===== config.mk =====
export PLATFORM = sky130hd
export DESIGN_NAME = pipe_hazard_ctrl
export DESIGN_NICKNAME = d
export VERILOG_FILES = /design/src/rtl/pipe_hazard_ctrl.sv
export SDC_FILE = /design/constraint.sdc
export NUM_CORES = 1
export LEC_CHECK = 0
export BUFFER_PORTS_ARGS = -buffer_cell sky130_fd_sc_hd__buf_2
export CAP_MARGIN = 20
export CORE_ASPECT_RATIO = 1.4
export CORE_MARGIN = 4
export CORE_UTILIZATION = 37
export CTS_CLUSTER_DIAMETER = 200
export DETAILED_ROUTE_END_ITERATION = 8
export GPL_ROUTABILITY_DRIVEN = 0
export MAX_ROUTING_LAYER = met4
export PLACE_DENSITY = 0.83
export SLEW_MARGIN = 0
export SYNTH_ARGS = -nofsm -noshare
export SYNTH_HDL_FRONTEND = slang
export SYNTH_SLANG_ARGS = --single-unit

===== constraint.sdc =====
create_clock -name clk_i -period 1.7 [get_ports clk_i]
set_clock_uncertainty 0.1 [all_clocks]
set_input_delay 0.17 -clock clk_i [delete_from_list [all_inputs] [get_ports clk_i]]
set_output_delay 0.17 -clock clk_i [all_outputs]
set_load 0.05 [all_outputs]

===== src/rtl/pipe_hazard_ctrl.sv =====
// Pipeline hazard/stall/flush control for the 5-stage RV32I core, with LSU wait-state FSM.
// Optional performance counters are built when PIPE_CTRL_PERF_EN is defined.
module pipe_hazard_ctrl #(
    parameter int unsigned MEM_TIMEOUT = 255
) (
    input  logic        clk_i,
    input  logic        reset_ni,
    input  logic [4:0]  id_rs1_addr_i,
    input  logic [4:0]  id_rs2_addr_i,
    input  logic        id_rs1_use_i,
    input  logic        id_rs2_use_i,
    input  logic [4:0]  ex_rd_addr_i,
    input  logic        ex_rd_wren_i,
    input  logic        ex_is_load_i,
    input  logic        ex_redirect_i,
    input  logic        mem_access_i,
    input  logic        mem_ack_i,
    output logic        pc_en_o,
    output logic        if_id_en_o,
    output logic        id_ex_en_o,
    output logic        ex_mem_en_o,
    output logic        mem_wb_en_o,
    output logic        if_id_flush_o,
    output logic        id_ex_flush_o,
    output logic        mem_wb_flush_o,
    output logic        mem_wait_o,
    output logic        err_o,
    output logic [31:0] stall_cnt_o,
    output logic [31:0] flush_cnt_o
);

    localparam int unsigned CW = $clog2(MEM_TIMEOUT + 1);

    typedef enum logic {
        RUN      = 1'b0,
        MEM_WAIT = 1'b1
    } state_t;

    state_t        r_state;
    state_t        w_state_nxt;
    logic [CW-1:0] r_cnt;
    logic          r_err;

    logic w_load_use;
    logic w_timeout;
    logic w_mem_stall;

    assign w_load_use = ex_is_load_i && ex_rd_wren_i && (ex_rd_addr_i != 5'd0) &&
                        ((id_rs1_use_i && (id_rs1_addr_i == ex_rd_addr_i)) ||
                         (id_rs2_use_i && (id_rs2_addr_i == ex_rd_addr_i)));

    assign w_timeout = (r_state == MEM_WAIT) && (r_cnt == CW'(MEM_TIMEOUT - 1));

    assign w_mem_stall = ((r_state == RUN) && mem_access_i && !mem_ack_i) ||
                         ((r_state == MEM_WAIT) && !mem_ack_i && !w_timeout);

    always_comb begin
        w_state_nxt    = r_state;
        pc_en_o        = 1'b1;
        if_id_en_o     = 1'b1;
        id_ex_en_o     = 1'b1;
        ex_mem_en_o    = 1'b1;
        mem_wb_en_o    = 1'b1;
        if_id_flush_o  = 1'b0;
        id_ex_flush_o  = 1'b0;
        mem_wb_flush_o = 1'b0;

        case (r_state)
            RUN:      if (mem_access_i && !mem_ack_i) w_state_nxt = MEM_WAIT;
            MEM_WAIT: if (mem_ack_i || w_timeout)     w_state_nxt = RUN;
            default:  w_state_nxt = RUN;
        endcase

        if (!reset_ni) begin
            pc_en_o     = 1'b0;
            if_id_en_o  = 1'b0;
            id_ex_en_o  = 1'b0;
            ex_mem_en_o = 1'b0;
            mem_wb_en_o = 1'b0;
        end else if (w_mem_stall) begin
            // Freeze the front; WB still advances but receives a bubble.
            pc_en_o        = 1'b0;
            if_id_en_o     = 1'b0;
            id_ex_en_o     = 1'b0;
            ex_mem_en_o    = 1'b0;
            mem_wb_flush_o = 1'b1;
        end else if (ex_redirect_i) begin
            if_id_flush_o = 1'b1;
            id_ex_flush_o = 1'b1;
        end else if (w_load_use) begin
            pc_en_o       = 1'b0;
            if_id_en_o    = 1'b0;
            id_ex_flush_o = 1'b1;
        end
    end

    always_ff @(posedge clk_i) begin
        if (!reset_ni) begin
            r_state <= RUN;
            r_cnt   <= '0;
            r_err   <= 1'b0;
        end else begin
            r_state <= w_state_nxt;
            r_cnt   <= (r_state == MEM_WAIT) ? r_cnt + 1'b1 : '0;
            if (w_timeout) r_err <= 1'b1;
        end
    end

    assign mem_wait_o = reset_ni && (r_state == MEM_WAIT);
    assign err_o      = r_err;

`ifdef PIPE_CTRL_PERF_EN
    logic [31:0] r_stall_cnt;
    logic [31:0] r_flush_cnt;

    always_ff @(posedge clk_i) begin
        if (!reset_ni) begin
            r_stall_cnt <= '0;
            r_flush_cnt <= '0;
        end else begin
            if (!pc_en_o) r_stall_cnt <= r_stall_cnt + 32'd1;
            if (!w_mem_stall && ex_redirect_i) r_flush_cnt <= r_flush_cnt + 32'd1;
        end
    end

    assign stall_cnt_o = r_stall_cnt;
    assign flush_cnt_o = r_flush_cnt;
`else
    assign stall_cnt_o = '0;
    assign flush_cnt_o = '0;
`endif

endmodule


==> reports/metrics.csv, run 1 <==
stage,metric,value,unit
finish,area_delta_synth_final,17.0,%
clocking,root_buffer,clkbuf_4,
job,drv_cap,0,
run_status,status,finished with violations,
drt,drt_iter0_markers,3,
sta,hold_violations,0,
critical_path,cp-end-kind,output pin,
synthesis,avgSynthCellArea,7.75,sq um
critical_path,cp_slowest_cell,dfxtp_2,
synthesis,synth_cells,138,
critical_path,crit_arrival,1.66,ns
power_and_ir_drop,power.internal,0.400,mW
critical_path,critical-path-max-stage-delay,0.33,ns
critical_path,crit_required,1.43,ns
sta,finalCritPeriodShare,114,%
synthesis,synth_edf_count,0,
power_and_ir_drop,seqPwrFrac,27.0,%
power_and_ir_drop,power.leakage,0.647,nW
clocking,cts_tree,yes,
sta,setup_violations,7,
clocking,h-tree-depth,1,
power_and_ir_drop,powerDensity,704,mW/mm^2
clocking,clock_path_buffers,2,
floorplan,die_area,0.00383,sq mm
floorplan,coreArea,0.00270,sq mm
drt,detail-route-antenna-nets,0,
sta,max_freq,517,MHz
global_routing,antenna_found_initial,0,
sta,finalWorstSetupSlack,-0.235,ns
clocking,numCtsBuffers,3,
placed_design,dp_hpwl,1.95,mm
power_and_ir_drop,p_sw,0.480,mW
floorplan,die_h,71.6,um
power_and_ir_drop,ir_worst_vdd,0.286,mV
drt,firstDrtPassIters,4,
floorplan,io_pins,98,
critical_path,crit_family,compound AO/OA/AOI/OAI gates,
critical_path,critPathBufInv,3,
drt,routedWlPerCell,10.0,um
finish,antenna_cells,0,
sta,finalMaxSlewViolations,0,
power_and_ir_drop,power.share.switching,54.5,%
synthesis,synth_top_area_share,47.0,%
critical_path,cp_max_fo,3,
global_routing,grt_pass1_wl,3.10,mm
synthesis,async_flop_share,0,%
power_and_ir_drop,finalPower,0.880,mW
global_routing,grt_start_max_net_pins,9,
synthesis,synthTopCellsByArea,"buf_4 (47%), dfxtp_1 (19%), xnor2_1 (11%)",
critical_path,path_cells,"inv_2, ha_4, nand4_1, o221ai_2, nand2_2, clkinvlp_4, a31o_4, buf_8",
synthesis,mappedNetlistArea,0.00107,sq mm
min_path,hold_class,in2reg,
finish,post-route-util,46.4,%
synthesis,synth.distinct_cells,21,
global_routing,grt_pass1_vias,744,
finish,fillCellCount,293,
critical_path,reg2reg_slack,0.41,ns
sta,rsz0062_at_grt,true,
floorplan,start_util,39.7,%
global_routing,globalRouteTotalUtil,11.0,%
synthesis,synth_flop_cell,dfxtp_1,
drt,via_per_inst,3.85,
clocking,worstSkewPairLatency,0.26,ns
global_routing,grt.overflow.total,0,
power_and_ir_drop,p_clk_share,17.2,%
finish,layout.nets,212,
clocking,clk_pin_slew_worst_paths,0.06,ns
critical_path,worstSetupPathType,reg2out,
synthesis,seq_area_frac_synth,18.7,%
synthesis,synth_area_leader_cell,buf_4,
floorplan,die_width,53.4,um
sta,fin_crit,1.93,ns
drt,drt-total-wl,2.20,mm
synthesis,ys_warn_count,0,
critical_path,critPathLaunchType,register,
clocking,numClockSinks,10,
drt,num_vias,847,
synthesis,yosysMostFrequentCell,buf_4,
placed_design,port_buffers,33,
synthesis,synth_common_cells,"buf_4 (67), nor2_1 (13), xnor2_1 (13)",
power_and_ir_drop,power_frac_comb,55.8,%
drt,drcViolationCount,0,
run_status,violations,negative setup slack,
finish,layout-drive-gt1-share,33.2,%
synthesis,ys_seq_elements,10,
floorplan,rows,22,
==> routing by layer <==
layer,up-vias,wire length [um],track usage (%)
met5,-,0,-
met4,0,10,3.41
met3,2,294,2.49
met2,65,1250,20.7
met1,380,643,10.6
li1,400,-,-
==> flip-flops by register name, summed over array words and instances (netlist names) <==
signal and flops:
r_cnt 8, r_state 1, err_o 1
==> repair_timing <==
item                                    4_1_cts  5_1_grt
gates resized for setup                      19        3
hold buffers                                  0        0
endpoints found under the setup margin        7        7
endpoints found under the hold margin         0        0
pin swaps                                     4        4
cloned                                        0        0
buffers inserted                              0        1
==> per-stage QoR <==
step,hold WS (ns),TNS (ns),worst slack [ns],cells,instance area (sq um)
after CTS,0.124,-1.40,-0.253,219,1230
after detailed placement,0.364,-0.401,-0.110,216,1150
final,0.143,-1.28,-0.235,220,1250
after global placement,0.361,-0.137,-0.0553,216,1150
after global routing,0.171,-2.34,-0.389,220,1250
after floorplan,0.222,-0.309,-0.137,201,1350
==> final cells by class <==
class,count,area (sq um),share of cell area (%)
Clock buffer,3,22.5,1.80
Inverter,7,30.0,2.40
Timing Repair Buffer,47,325,26.0
Tap cell,36,45.0,3.60
Multi-Input combinational cell,117,626,50.0
Sequential cell,10,203,16.2
==> cell families after synthesis <==
logic type | count (synthesis) | synth area share (%)
fa+ha+maj | 2 | 2.34
simple gates | 29 | 12.2
buf+inv | 74 | 49.5
other cells | 1 | 0.351
compound gates | 7 | 4.68
xor+xnor | 15 | 12.3
flops | 10 | 18.7
==> final timing paths <==
| kind | cells after the start | startpoint | end |
|---|---|---|---|
| max reg2reg | 6 | r_cnt[0] | r_state |
| min reg2reg | 2 | err_o | err_o |
| min | 3 | reset_ni | err_o |
| max | 8 | r_cnt[0] | id_ex_flush_o |
==> worst reg2reg max path, stage by stage (launching register included) <==
cell	delay (ns)
dfxtp_2	0.32
inv_2	0.07
ha_4	0.12
nand4_1	0.13
o221ai_2	0.26
buf_4	0.16
nor2_1	0.03
==> layout by cell type, fill, tap and decap left out, types with 2 or more instances in the layout <==
cell	instances
dfxtp_1	8
buf_4	14
buf_2	26
or3_1	2
nand4_1	4
clkbuf_4	3
inv_1	5
buf_8	3
nor2_1	12
nand3_1	2
conb_1	64
xor2_1	2
nand2_1	5
xnor2_1	13
dfxtp_2	2
buf_6	4
==> power by group through the flow <==
stage	clock network [mW]	logic [mW]	registers, mW
2_1_floorplan	0	0.522	0.243
3_3_place_gp	0	0.461	0.243
3_5_place_dp	0	0.465	0.243
4_1_cts	0.158	0.485	0.238
5_1_grt	0.170	0.514	0.238
6_report	0.151	0.491	0.238
No activity file was read; power rests on OpenSTA's default activity.
==> run 2: changes to the inputs <==
--- a/config.mk
+++ b/config.mk
@@ -13,6 +13,7 @@
 export CTS_CLUSTER_DIAMETER = 200
 export DETAILED_ROUTE_END_ITERATION = 8
 export GPL_ROUTABILITY_DRIVEN = 0
+export GPL_TIMING_DRIVEN = 0
 export MAX_ROUTING_LAYER = met4
 export PLACE_DENSITY = 0.83
 export SLEW_MARGIN = 0
==> reports/metrics.csv, run 2 (synthesis results as in run 1) <==
stage,metric,value,unit,change
run_status,status,finished with violations,,unchanged
run_status,violations,negative setup slack,,unchanged
clocking,hold_buffers,0,,unchanged
power_and_ir_drop,power.internal,0.547,mW,was 0.400 mW
drt,detail-route-antenna-nets,0,,unchanged
critical_path,cp_slowest_cell,dfxtp_2,,unchanged
power_and_ir_drop,p_sw,0.511,mW,was 0.480 mW
clocking,h-tree-depth,1,,unchanged
drt,drt_iter0_markers,5,,was 3
job,drv_cap,0,,unchanged
critical_path,crit_family,compound AO/OA/AOI/OAI gates,,unchanged
drt,drt-total-wl,2.30,mm,was 2.20 mm
finish,layout_commonest_cell,buf_4,,was conb_1
power_and_ir_drop,powerDensity,627,mW/mm^2,was 704 mW/mm^2
critical_path,reg2reg_slack,0.42,ns,was 0.41 ns
floorplan,start_util,39.7,%,unchanged
placed_design,dp.cells,270,,was 216
sta,finalWorstSetupSlack,-0.277,ns,was -0.235 ns
critical_path,r2r-start,r_cnt[1],,was r_cnt[0]
placed_design,dp_hpwl,2.07,mm,was 1.95 mm
power_and_ir_drop,seqPwrFrac,22.5,%,was 27.0%
critical_path,rr_endpoint,r_cnt[7],,was r_state
drt,num_vias,974,,was 847
floorplan,rows,22,,unchanged
sta,tns,-1.22,ns,was -1.28 ns
power_and_ir_drop,ir_worst_vdd,0.356,mV,was 0.286 mV
sta,finalCritPeriodShare,116,%,was 114%
floorplan,die_width,53.4,um,unchanged
clocking,numCtsBuffers,3,,unchanged
power_and_ir_drop,power_frac_comb,57.2,%,was 55.8%
power_and_ir_drop,power.leakage,0.965,nW,was 0.647 nW
min_path,hold_class,in2reg,,unchanged
global_routing,antenna_found_initial,0,,unchanged
placed_design,postPlaceCellArea,0.00156,sq mm,was 0.00115 sq mm
min_path,min_path_cells,3,,unchanged
finish,antenna_cells,0,,unchanged
sta,max_freq,506,MHz,was 517 MHz
critical_path,critical-path-max-stage-delay,0.33,ns,about the same
critical_path,critPathBufInv,3,,unchanged
finish,instances_no_fill,277,,was 220
clocking,root_buffer,clkbuf_4,,unchanged
critical_path,path_cells,"inv_2, ha_4, nand4_1, o221ai_2, nand2_2, clkinvlp_4, a31o_4, buf_8",,unchanged
sta,rsz0062_at_grt,true,,unchanged
sta,hold_violations,0,,unchanged
sta,whs,0.109,ns,was 0.143 ns
finish,fin_area,0.00169,sq mm,was 0.00125 sq mm
drt,drcViolationCount,0,,unchanged
floorplan,io_pins,98,,unchanged
min_path,whs_endpoint,r_state,,was err_o
critical_path,crit_required,1.43,ns,about the same
global_routing,grt_pass1_wl,3.67,mm,was 3.10 mm
power_and_ir_drop,power.share.switching,48.3,%,was 54.5%
power_and_ir_drop,finalPower,1.06,mW,was 0.880 mW
finish,final_cell_mix,"buf_4 (70), conb_1 (64), buf_2 (26), xnor2_1 (13), nor2_1 (13)",,"was conb_1 (64), buf_2 (26), buf_4 (14), xnor2_1 (13), nor2_1 (12)"
critical_path,rr_worst_depth,5,,was 6
finish,layout-drive-gt1-share,50.2,%,was 33.2%
global_routing,globalRouteTotalUtil,12.8,%,was 11.0%
floorplan,die_h,71.6,um,unchanged
drt,firstDrtPassIters,3,,was 4
sta,fin_crit,1.98,ns,was 1.93 ns
floorplan,die_area,0.00383,sq mm,unchanged
clocking,clk_pin_slew_worst_paths,0.07,ns,was 0.06 ns
critical_path,cp_max_fo,4,,was 3
drt,routedWlPerCell,8.29,um,was 10.0 um
critical_path,critPathLaunchType,register,,unchanged
sta,setup_violations,6,,was 7
power_and_ir_drop,p_clk_share,20.3,%,was 17.2%
critical_path,cp-end-kind,output pin,,unchanged
critical_path,crit_arrival,1.71,ns,was 1.66 ns
clocking,cts_tree,yes,,unchanged
placed_design,port_buffers,33,,unchanged
placed_design,place_ws,-0.140,ns,was -0.110 ns
min_path,min_from,reset_ni,,unchanged
sta,finalMaxSlewViolations,0,,unchanged
finish,area_delta_synth_final,57.8,%,was 17.0%
clocking,numClockSinks,10,,unchanged
floorplan,coreArea,0.00270,sq mm,unchanged
global_routing,grt.overflow.total,0,,unchanged
drt,via_per_inst,3.52,,was 3.85
finish,largest_reg_flops,8,,unchanged
clocking,worstSkewPairLatency,0.27,ns,was 0.26 ns
critical_path,worstSetupPathType,reg2out,,unchanged
clocking,clock_path_buffers,2,,unchanged
global_routing,grt_start_max_net_pins,10,,was 9
global_routing,grt_pass1_vias,943,,was 744
finish,post-route-util,62.6,%,was 46.4%
finish,layout.nets,268,,was 212
finish,largest-register,r_cnt,,unchanged
## run 2: changes by cell type in the layout (fill, tap and decap cells not counted)
| cell | change |
|---|---|
| buf_4 | +56 |
| clkbuf_8 | +1 |
| dfxtp_1 | -4 |
| dfxtp_2 | +4 |
| nor2_1 | +1 |
| nor2_2 | -1 |
## run 2: metal layers
layer	wire, um	global-route usage, %	up-vias
li1	-	-	512
met1	745	12.3	394
met5	0	-	-
met4	32	5.11	0
met2	1240	24.0	63
met3	272	2.08	5
## run 2: worst register-to-register path, delay by kind of cell (launching register included)
kind	cells	cell delay, ns
xor+xnor	1	0.15
buf+inv	1	0.12
flops	1	0.36
simple gates	3	0.45
## run 2: final cells by class
cell class              count  area, sq um
fillers                   261         1010
multi-input cells         117          623
plain buffers              67          510
repair buffers             36          235
flip-flops and latches     10          208
well taps                  36         45.0
clock buffers               4         36.3
inverters                   7         30.0
## run 2: worst max-delay path by stage
| stage | slack, ns | to | cells after the start | startpoint |
|---|---|---|---|---|
| 3_3_place_gp | -0.13 | pc_en_o | 6 | ex_rd_addr_i[0] |
| 2_1_floorplan | -0.14 | pc_en_o | 7 | r_cnt[0] |
| 3_5_place_dp | -0.14 | pc_en_o | 6 | ex_rd_addr_i[0] |
| 4_1_cts | -0.24 | pc_en_o | 8 | r_cnt[0] |
| 5_1_grt | -0.38 | pc_en_o | 8 | r_cnt[0] |
| 6_report | -0.28 | id_ex_flush_o | 8 | r_cnt[0] |
## run 2: repair_timing
item	in CTS	in global routing
setup buffers	2	1
endpoints found under the setup margin	7	7
resized for setup	22	3
pin swaps	5	1
endpoints found under the hold margin	0	0
## run 2: power by group through the flow
stage                     registers [mW]  clock network [mW]  logic [mW]
after floorplan                    0.243                   0       0.522
after global placement             0.244                   0       0.573
after detailed placement           0.244                   0       0.575
after CTS                          0.238               0.219       0.594
after global routing               0.238               0.235       0.636
final                              0.238               0.215       0.606
